## src/rtl/vid_pattern_gen.sv

```systemverilog
// -----------------------------------------------------------------------------
// vid_pattern_gen
//   Video timing and test-pattern source. It generates VGA-style raster timing
//   and a 24-bit {R,G,B} pixel stream. It stands in for the live camera/HDMI
//   input during bring-up.
//
//   Ports
//     clk        pixel clock
//     rst        asynchronous reset, active-high
//     en         run enable; low holds the raster at the origin with idle outputs
//     pattern_i  0 colour bars, 1 horizontal gradient, 2 checkerboard, 3 solid
//     color_i    solid colour used by pattern 3, {R,G,B}
//     data_o     pixel {R,G,B}; zero outside the active area
//     vde_o      active video
//     hsync_o    horizontal sync, active level HS_POL
//     vsync_o    vertical sync, active level VS_POL
//     sof_o      single-cycle pulse on the first active pixel of each frame
//
//   The build option VID_PATTERN_SCROLL_EN enables an 8-bit frame counter.
//   That counter is added to the horizontal coordinate of patterns 0-2, so the
//   image scrolls left by one pixel per frame. When the option is not defined,
//   the patterns are static and there is no frame counter.
//
//   All outputs are registered and mutually aligned. They lag the raster
//   counters by one cycle.
// -----------------------------------------------------------------------------
module vid_pattern_gen #(
  parameter int H_ACTIVE = 640,
  parameter int H_FP     = 16,
  parameter int H_SYNC   = 96,
  parameter int H_BP     = 48,
  parameter int V_ACTIVE = 480,
  parameter int V_FP     = 10,
  parameter int V_SYNC   = 2,
  parameter int V_BP     = 33,
  parameter bit HS_POL   = 1'b0,
  parameter bit VS_POL   = 1'b0
) (
  input  logic        clk,
  input  logic        rst,
  input  logic        en,
  input  logic [1:0]  pattern_i,
  input  logic [23:0] color_i,
  output logic [23:0] data_o,
  output logic        vde_o,
  output logic        hsync_o,
  output logic        vsync_o,
  output logic        sof_o
);

  localparam int H_TOTAL = H_ACTIVE + H_FP + H_SYNC + H_BP;
  localparam int V_TOTAL = V_ACTIVE + V_FP + V_SYNC + V_BP;
  localparam int H_W     = $clog2(H_TOTAL);
  localparam int V_W     = $clog2(V_TOTAL);
  localparam int BAR_W   = H_ACTIVE / 8;
  localparam int BP_W    = (BAR_W > 1) ? $clog2(BAR_W) : 1;

  localparam logic [H_W-1:0]  H_LAST     = H_W'(H_TOTAL - 1);
  localparam logic [H_W-1:0]  H_ACT      = H_W'(H_ACTIVE);
  localparam logic [H_W-1:0]  H_SYNC_BEG = H_W'(H_ACTIVE + H_FP);
  localparam logic [H_W-1:0]  H_SYNC_END = H_W'(H_ACTIVE + H_FP + H_SYNC);
  localparam logic [V_W-1:0]  V_LAST     = V_W'(V_TOTAL - 1);
  localparam logic [V_W-1:0]  V_ACT      = V_W'(V_ACTIVE);
  localparam logic [V_W-1:0]  V_SYNC_BEG = V_W'(V_ACTIVE + V_FP);
  localparam logic [V_W-1:0]  V_SYNC_END = V_W'(V_ACTIVE + V_FP + V_SYNC);
  localparam logic [BP_W-1:0] BAR_LAST   = BP_W'(BAR_W - 1);

  // Raster counters
  logic [H_W-1:0] h_cnt_reg, h_cnt_next;
  logic [V_W-1:0] v_cnt_reg, v_cnt_next;
  logic           line_end, frame_end, frame_start;

  // Bar position tracked incrementally along the line, so no divider is needed
  logic [2:0]      bar_idx_reg, bar_idx_next;
  logic [BP_W-1:0] bar_px_reg, bar_px_next;

  // Bar position loaded at the start of each line (non-zero only when scrolling)
  logic [2:0]      start_idx_next;
  logic [BP_W-1:0] start_px_next;
  logic [7:0]      offset8;

  // Pattern selection latched once per frame
  logic [1:0]  pattern_reg, pattern_eff;
  logic [23:0] color_reg, color_eff;

  logic [7:0]  h_lo8, hx8;
  logic [23:0] pix;
  logic        active, hs_act, vs_act;

  assign line_end    = (h_cnt_reg == H_LAST);
  assign frame_end   = line_end && (v_cnt_reg == V_LAST);
  assign frame_start = (h_cnt_reg == '0) && (v_cnt_reg == '0);

  always_comb begin
    h_cnt_next = h_cnt_reg + 1'b1;
    v_cnt_next = v_cnt_reg;
    if (line_end) begin
      h_cnt_next = '0;
      v_cnt_next = (v_cnt_reg == V_LAST) ? '0 : v_cnt_reg + 1'b1;
    end
  end

`ifdef VID_PATTERN_SCROLL_EN
  // The frame counter is the scroll offset. The line-start bar position follows
  // it modulo H_ACTIVE one step per frame. Both return to zero when the counter
  // wraps 255 -> 0.
  logic [7:0]      frame_cnt_reg;
  logic [2:0]      start_idx_reg;
  logic [BP_W-1:0] start_px_reg;

  always_comb begin
    start_idx_next = start_idx_reg;
    start_px_next  = start_px_reg;
    if (frame_end) begin
      if (frame_cnt_reg == 8'hFF) begin
        start_idx_next = '0;
        start_px_next  = '0;
      end else if (start_px_reg == BAR_LAST) begin
        start_px_next  = '0;
        start_idx_next = start_idx_reg + 3'd1;  // 7 -> 0 wraps modulo H_ACTIVE
      end else begin
        start_px_next  = start_px_reg + 1'b1;
      end
    end
  end

  always_ff @(posedge clk or posedge rst) begin
    if (rst) begin
      frame_cnt_reg <= '0;
      start_idx_reg <= '0;
      start_px_reg  <= '0;
    end else if (!en) begin
      frame_cnt_reg <= '0;
      start_idx_reg <= '0;
      start_px_reg  <= '0;
    end else begin
      if (frame_end) frame_cnt_reg <= frame_cnt_reg + 8'd1;
      start_idx_reg <= start_idx_next;
      start_px_reg  <= start_px_next;
    end
  end

  assign offset8 = frame_cnt_reg;
`else
  assign start_idx_next = '0;
  assign start_px_next  = '0;
  assign offset8        = 8'd0;
`endif

  always_comb begin
    bar_idx_next = bar_idx_reg;
    bar_px_next  = bar_px_reg;
    if (line_end) begin
      bar_idx_next = start_idx_next;
      bar_px_next  = start_px_next;
    end else if (bar_px_reg == BAR_LAST) begin
      bar_px_next  = '0;
      bar_idx_next = bar_idx_reg + 3'd1;
    end else begin
      bar_px_next  = bar_px_reg + 1'b1;
    end
  end

  always_ff @(posedge clk or posedge rst) begin
    if (rst) begin
      h_cnt_reg   <= '0;
      v_cnt_reg   <= '0;
      bar_idx_reg <= '0;
      bar_px_reg  <= '0;
    end else if (!en) begin
      h_cnt_reg   <= '0;
      v_cnt_reg   <= '0;
      bar_idx_reg <= '0;
      bar_px_reg  <= '0;
    end else begin
      h_cnt_reg   <= h_cnt_next;
      v_cnt_reg   <= v_cnt_next;
      bar_idx_reg <= bar_idx_next;
      bar_px_reg  <= bar_px_next;
    end
  end

  // The first pixel of a frame uses the inputs directly. The rest of the frame
  // uses the copy latched at that same edge.
  assign pattern_eff = frame_start ? pattern_i : pattern_reg;
  assign color_eff   = frame_start ? color_i   : color_reg;

  always_ff @(posedge clk or posedge rst) begin
    if (rst) begin
      pattern_reg <= '0;
      color_reg   <= '0;
    end else if (en && frame_start) begin
      pattern_reg <= pattern_i;
      color_reg   <= color_i;
    end
  end

  // Colour-bar table. Each bar index maps to R = ~idx[1], G = ~idx[2],
  // B = ~idx[0], giving white, yellow, cyan, green, magenta, red, blue, black.
  logic [23:0] bar_lut [8];
  for (genvar gi = 0; gi < 8; gi++) begin : g_bar_lut
    localparam logic [2:0] IDX = 3'(gi);
    assign bar_lut[gi] = {{8{~IDX[1]}}, {8{~IDX[2]}}, {8{~IDX[0]}}};
  end

  assign h_lo8 = 8'(h_cnt_reg);
  assign hx8   = h_lo8 + offset8;

  always_comb begin
    pix = '0;
    case (pattern_eff)
      2'd0:    pix = bar_lut[bar_idx_reg];
      2'd1:    pix = {hx8, hx8, hx8};
      2'd2:    pix = (hx8[5] ^ v_cnt_reg[5]) ? 24'h000000 : 24'hFFFFFF;
      default: pix = color_eff;
    endcase
  end

  assign active = (h_cnt_reg < H_ACT) && (v_cnt_reg < V_ACT);
  assign hs_act = (h_cnt_reg >= H_SYNC_BEG) && (h_cnt_reg < H_SYNC_END);
  assign vs_act = (v_cnt_reg >= V_SYNC_BEG) && (v_cnt_reg < V_SYNC_END);

  always_ff @(posedge clk or posedge rst) begin
    if (rst) begin
      data_o  <= '0;
      vde_o   <= 1'b0;
      hsync_o <= ~HS_POL;
      vsync_o <= ~VS_POL;
      sof_o   <= 1'b0;
    end else if (!en) begin
      data_o  <= '0;
      vde_o   <= 1'b0;
      hsync_o <= ~HS_POL;
      vsync_o <= ~VS_POL;
      sof_o   <= 1'b0;
    end else begin
      data_o  <= active ? pix : 24'h000000;
      vde_o   <= active;
      hsync_o <= hs_act ? HS_POL : ~HS_POL;
      vsync_o <= vs_act ? VS_POL : ~VS_POL;
      sof_o   <= frame_start;
    end
  end

endmodule

```

## config.mk

```make
export PLATFORM = sky130hd
export DESIGN_NAME = vid_pattern_gen
export DESIGN_NICKNAME = d
export VERILOG_FILES = /design/src/rtl/vid_pattern_gen.sv
export SDC_FILE = /design/constraint.sdc
export NUM_CORES = 1
export LEC_CHECK = 0
export ABC_CLOCK_PERIOD_IN_PS = 4800
export CORE_ASPECT_RATIO = 0.9
export CORE_MARGIN = 1.5
export CORE_UTILIZATION = 35
export CTS_CLUSTER_DIAMETER = 200
export CTS_CLUSTER_SIZE = 20
export DETAILED_ROUTE_END_ITERATION = 6
export PLACE_DENSITY = 0.53
export SKIP_LAST_GASP = 1
export SLEW_MARGIN = 20
export SYNTH_ARGS = -nofsm -noshare
export SYNTH_HDL_FRONTEND = slang
export SYNTH_SLANG_ARGS = --single-unit
```

## constraint.sdc

```tcl
create_clock -name clk -period 4.8 [get_ports clk]
set_input_delay 0.48 -clock clk [delete_from_list [all_inputs] [get_ports clk]]
set_output_delay 0.48 -clock clk [all_outputs]
set_load 0.02 [all_outputs]
```

### Word level (Yosys, flattened, before mapping)

Memories as Yosys holds them, arrays and structs flattened.
Index checks and enable logic that the tools add are counted.

| word-level totals | value |
|---|---|
| flip-flop bits (word level) | 84 |
| memory bits (read-only) | 192 |
| input port bits | 29 |
| output and inout bits | 28 |
| logic and storage cells | 65 |
| memories kept | 1 |

| operators by class | value |
|---|---|
| $add $sub $neg | 4 |
| order comparisons | 7 |
| eq/ne operators | 7 |
| multiplexer cells | 25 |
| bitwise gates (word level) | 2 |
| reduce and logical (&&, ||, !) cells | 8 |

Memory list:

| name | depth | bits a word | rd ports | clocked after memory_dff | wr ports | RTL line | RTL |
|---|---|---|---|---|---|---|---|
| (name not given) | 8 | 24 | 1 | 0 | 0 | 212 | `2'd0: pix = bar_lut[bar_idx_reg];` |

Operators with widths:

| cell | number |
|---|---|
| two-way mux 24 bit | 6 |
| one-hot mux 24 bit (3 select lines) | 1 |
| two-way mux 10 bit | 5 |
| two-way mux 7 bit | 3 |
| adder 10 x 1 -> 10 bit, second input constant | 2 |
| equality test 10 bit, second input constant | 2 |
| logical NOT 10 bit | 2 |
| < comparator 10 bit, second input constant | 2 |
| < comparator 10 x 9 -> 1 bit, second input constant | 2 |
| >= comparator 10 bit, second input constant | 1 |
| >= comparator 10 x 9 -> 1 bit, second input constant | 1 |
| two-way mux 3 bit | 3 |
| adder 7 x 1 -> 7 bit, second input constant | 1 |
| equality test 7 bit, second input constant | 1 |
| two-way mux 1 bit | 6 |
| logical AND 1 bit | 5 |
| >= comparator 4 bit, second input constant | 1 |
| inverter 3 -> 4 bit | 1 |
| adder 3 x 1 -> 3 bit, second input constant | 1 |
| inequality test 3 x 1 -> 1 bit, second input constant | 1 |
| equality test 2 x 1 -> 1 bit, second input constant | 1 |
| equality test 2 bit, second input constant | 1 |
| logical NOT 2 bit | 1 |
| two-way mux 2 bit | 1 |
| 2 further kinds | 2 |

### Longest topological paths before layout

| depth | value |
|---|---|
| depth in word-level cells | 7 |
| depth in mapped cells | 10 |
| depth with buffers taken out | 8 |

### Least setup slack after synthesis

No wires, ideal clock.

| timing | value |
|---|---|
| kind | reg2reg |
| from | reg h_cnt_reg[6] |
| to | reg data_o[11] |
| library setup time | 94 ps |
| data arrival time | 2062 ps |
| slack | 2644 ps |
| cell stages (with the launch flop) | 10 |
| path buffers | 3 |
| path through | dfrtp_1 > buf_6 > or3_4 > and4b_2 > nand3_2 > and2_4 > buf_12 > buf_12 > mux2i_1 > a221oi_2 |

| on the way | value |
|---|---|
| word-level cells in the longest chain between the ends | 7 |

RTL lines:

| element | RTL line | RTL |
|---|---|---|
| from (decl) | 69 | `logic [H_W-1:0] h_cnt_reg, h_cnt_next;` |
| from (signal assigned) | 176 | `h_cnt_reg <= h_cnt_next;` |
| logical NOT 10 bit | 92 | `assign frame_start = (h_cnt_reg == '0) && (v_cnt_reg == '0);` |
| logical AND 1 bit | 92 |  |
| two-way mux 2 bit | 185 | `assign pattern_eff = frame_start ? pattern_i : pattern_reg;` |
| equality test 2 bit, or another cell as far along | 211 | `case (pattern_eff)` |
| one-hot mux 24 bit (3 select lines) | 211 |  |
| two-way mux 24 bit * | 237 | `data_o <= active ? pix : 24'h000000;` |
| two-way mux 24 bit * | 230 | `end else if (!en) begin` |
| to (signal assigned) | 237 |  |
| to (decl) | 44 | `output logic [23:0] data_o,` |

Mark *: on every way between the ends. The rest lies on a longest branch, timed or not.
A chain may end at the register's enable or synchronous reset.

### Worst setup path after layout

| timing | value |
|---|---|
| from | reg h_cnt_reg[0] |
| to | reg color_reg[5] |

| on the way | value |
|---|---|
| word-level cells in the longest chain between the ends | 3 |

RTL lines:

| element | RTL line | RTL |
|---|---|---|
| logical NOT 10 bit | 92 |  |
| logical AND 1 bit | 92 |  |
| logical AND 1 bit | 192 | `end else if (en && frame_start) begin` |
| to (signal assigned) | 194 | `color_reg <= color_i;` |
| to (decl) | 84 | `logic [23:0] color_reg, color_eff;` |

Every way passes these cells.

==> impl_metrics.ini <==
[status]
status = finished clean

[timing]
slew_viol_final = 0
relSlewSlack_pct = 27.91
setup_viol = 0
layout_min_cycle_time_ns = 2.898
setup_tns_ns = 0
max_freq_mhz = 345.1
clock_skew_ns = 0.008591
hold_viol = 0
timing.hold.ws_ns = 0.4671
rsz0062_at_grt = no
period_share_pct = 60.37
tightest_slew_ns = 1.081

[pwr]
p_sw_mw = 0.6187
p_comb_share_pct = 23.6
ir_drop_mv = 0.2334
power.density_mw_per_mm2 = 387.0
p_seq_share_pct = 40.3
p_clk_share_pct = 36.2
p_sw_share_pct = 29.73
intPower_mw = 1.462
leakage_nw = 2.482

[routing]
ant_nets = 0
drt_wl_total_um = 10200
dr_total_vias = 3127
viasPerCell = 5.027
first_pass_iters = 4
drcViolationCount = 0
post_drt_wl_per_cell_um = 16.40
drtIter0Drc = 161

[run]
cap_violations = 0

[die]
start_util_pct = 36.37
fp-row-count = 38
num_io_pins = 57
die_area_mm2 = 0.01338
design.core.area_mm2 = 0.01222
die_y_um = 109.9
die_x_um = 121.8

[setup_path]
worstPathRequired_ns = 5.09
path_class = reg -> reg
start_kind = register
cpPeakStageDelay_ns = 0.93
worstPathMaxFanout = 26
cp-end-kind = register
path_cells = inv_1 > ha_1 > nor4b_4 > nand4_1 > nor2_4 > and2_1 > nand2_1 > nand2_1
crit_top_cell = nand2_1
worstPathArrival_ns = 3.18
cp_slowest_cell = and2_1

[placed_design]
portBuffers = 56
postPlaceCellArea_mm2 = 0.005052
post-dp-hpwl_um = 6962
place.gp.congestion = 0.8101

[cts]
path_clk_slew_ns = 0.06
numCtsBuffers = 9
cts_tree = built
htree_levels = 3
cts_hold_buf = 0
cts_max_path_buffers = 2
clockRootBuffer = clkbuf_16
insertion_delay_ns = 0.35
cts_setup_buffers = 0
clkSinkCount = 84
cts_resized = 0

[logic_synthesis]
ys_warn_count = 0
synth_compound_area_share_pct = 12.33
synthXorXnorAreaFrac_pct = 3.744
synth.area.mux_share_pct = 10.36
yosys.area.top_type_share_pct = 46.17
synth_edf_count = 0
synth_cells = 412
async_flop_share_pct = 100.0
seq_area_frac_synth_pct = 47.35
ys_types = 54
synth-seq-cells = 84
yosysTopAreaCell = dfrtp_1
syn_avg_cell_area_um2 = 10.79
synth_top_family_by_area = simple AND/OR/NAND/NOR gates
synth_adder_area_share_pct = 1.689
synthTopCellsByArea = dfrtp_1 (46%), mux2i_1 (10%), a221oi_2 (7.8%)
synthFlopType = dfrtp_1
syn_nets = 447
syn_area_mm2 = 0.004444
yosys.area_share.simple_pct = 19.09

[global_route]
grt_pass1_wl_um = 15910
overflow = 0
antenna_found_initial = 0
grt_pass1_vias = 2924
grt_max_degree = 49
grt_use_total_pct = 15.96

[final_layout]
design_area_mm2 = 0.005378
final_common_cell = nand2_1
fin_nets = 492
final_cell_mix = nand2_1 (85), dfrtp_1 (82), clkdlybuf4s50_1 (56)
drive_gt1_share_pct = 13.42
antenna_cells = 0
area_growth_pct = 21.00

[min_path]
hold_class = reg -> reg
## routing by layer
layer	track usage (%)	vias up	share of wire, %
met5	0	-	0
met4	4.958	0	1.1
met3	5.239	10	4.1
met2	24.52	57	45
met1	21.37	1541	50
li1	-	1519	-
## critical path: cells and delay by family, from the launching register on
kind	cells	cell delay, ns
simple gates	6	2.13
fa+ha+maj	1	0.14
flops	1	0.45
buf+inv	1	0.11
## power by group through the flow
stage | Sequential [mW] | Clock, mW | Combinational [mW]
3_5_place_dp | 0.850 | 0 | 0.496
4_1_cts | 0.838 | 0.776 | 0.498
2_1_floorplan | 0.887 | 0 | 0.317
3_3_place_gp | 0.849 | 0 | 0.492
5_1_grt | 0.846 | 0.812 | 0.531
6_report | 0.838 | 0.753 | 0.491
## layout make-up
cell class,instances,area [µm²]
fill,1142,6842
sequential,84,2105
clock inverter,7,100.1
inverter,15,57.56
clock buffer,9,225.2
multi-input combinational,288,2107
timing repair buffer,59,583.1
tap,160,200.2
## per-stage QoR
stage | utilization [%] | worst slack (ns) | total power [mW] | std cells
2_1_floorplan | - | 2.158 | 1.204 | 412
3_3_place_gp | 41.31 | 1.908 | 1.341 | 606
3_5_place_dp | 41.35 | 1.852 | 1.346 | 606
4_1_cts | 44.01 | 1.821 | 2.112 | 622
5_1_grt | 44.01 | 1.626 | 2.190 | 622
6_report | 44.01 | 1.902 | 2.081 | 622
## final timing paths
path / startpoint / end / slack [ns] / cells past startpoint
setup / recovery: h_cnt_reg[0]$_DFF_PP0_ / color_reg[5]$_DFFE_PP0P_ / 1.90 / 8
hold / removal: color_reg[23]$_DFFE_PP0P_ / color_reg[23]$_DFFE_PP0P_ / 0.47 / 2
setup reg to reg: h_cnt_reg[0]$_DFF_PP0_ / color_reg[5]$_DFFE_PP0P_ / 1.90 / 8
hold reg to reg: color_reg[23]$_DFFE_PP0P_ / color_reg[23]$_DFFE_PP0P_ / 0.47 / 2
max in group asynchronous: rst / data_o[22]$_DFF_PP0_ / 3.19 / 3
min in group asynchronous: rst / data_o[2]$_DFF_PP0_ / 0.51 / 2
## Yosys cell counts (all sizes together) (5+ instances only)
cell type,number
a221oi,24
and2,9
buf,16
clkbuf,9
dfrtp,82
ha,6
inv,14
mux2i,46
nand2,85
nand3,12
nand4,5
nor2,25
nor2b,5
o21ai,12
xnor2,9
xor2,10
## cells by family after synthesis
| group | count (synthesis) |
|---|---|
| buffers and inverters | 40 |
| xor gates and xnor gates | 19 |
| muxes | 46 |
| adders and majority gates | 6 |
| AOI/OAI and AO/OA | 52 |
| and+or+nand+nor | 165 |
| DFF | 84 |
Power figures use the tool's default switching activity.
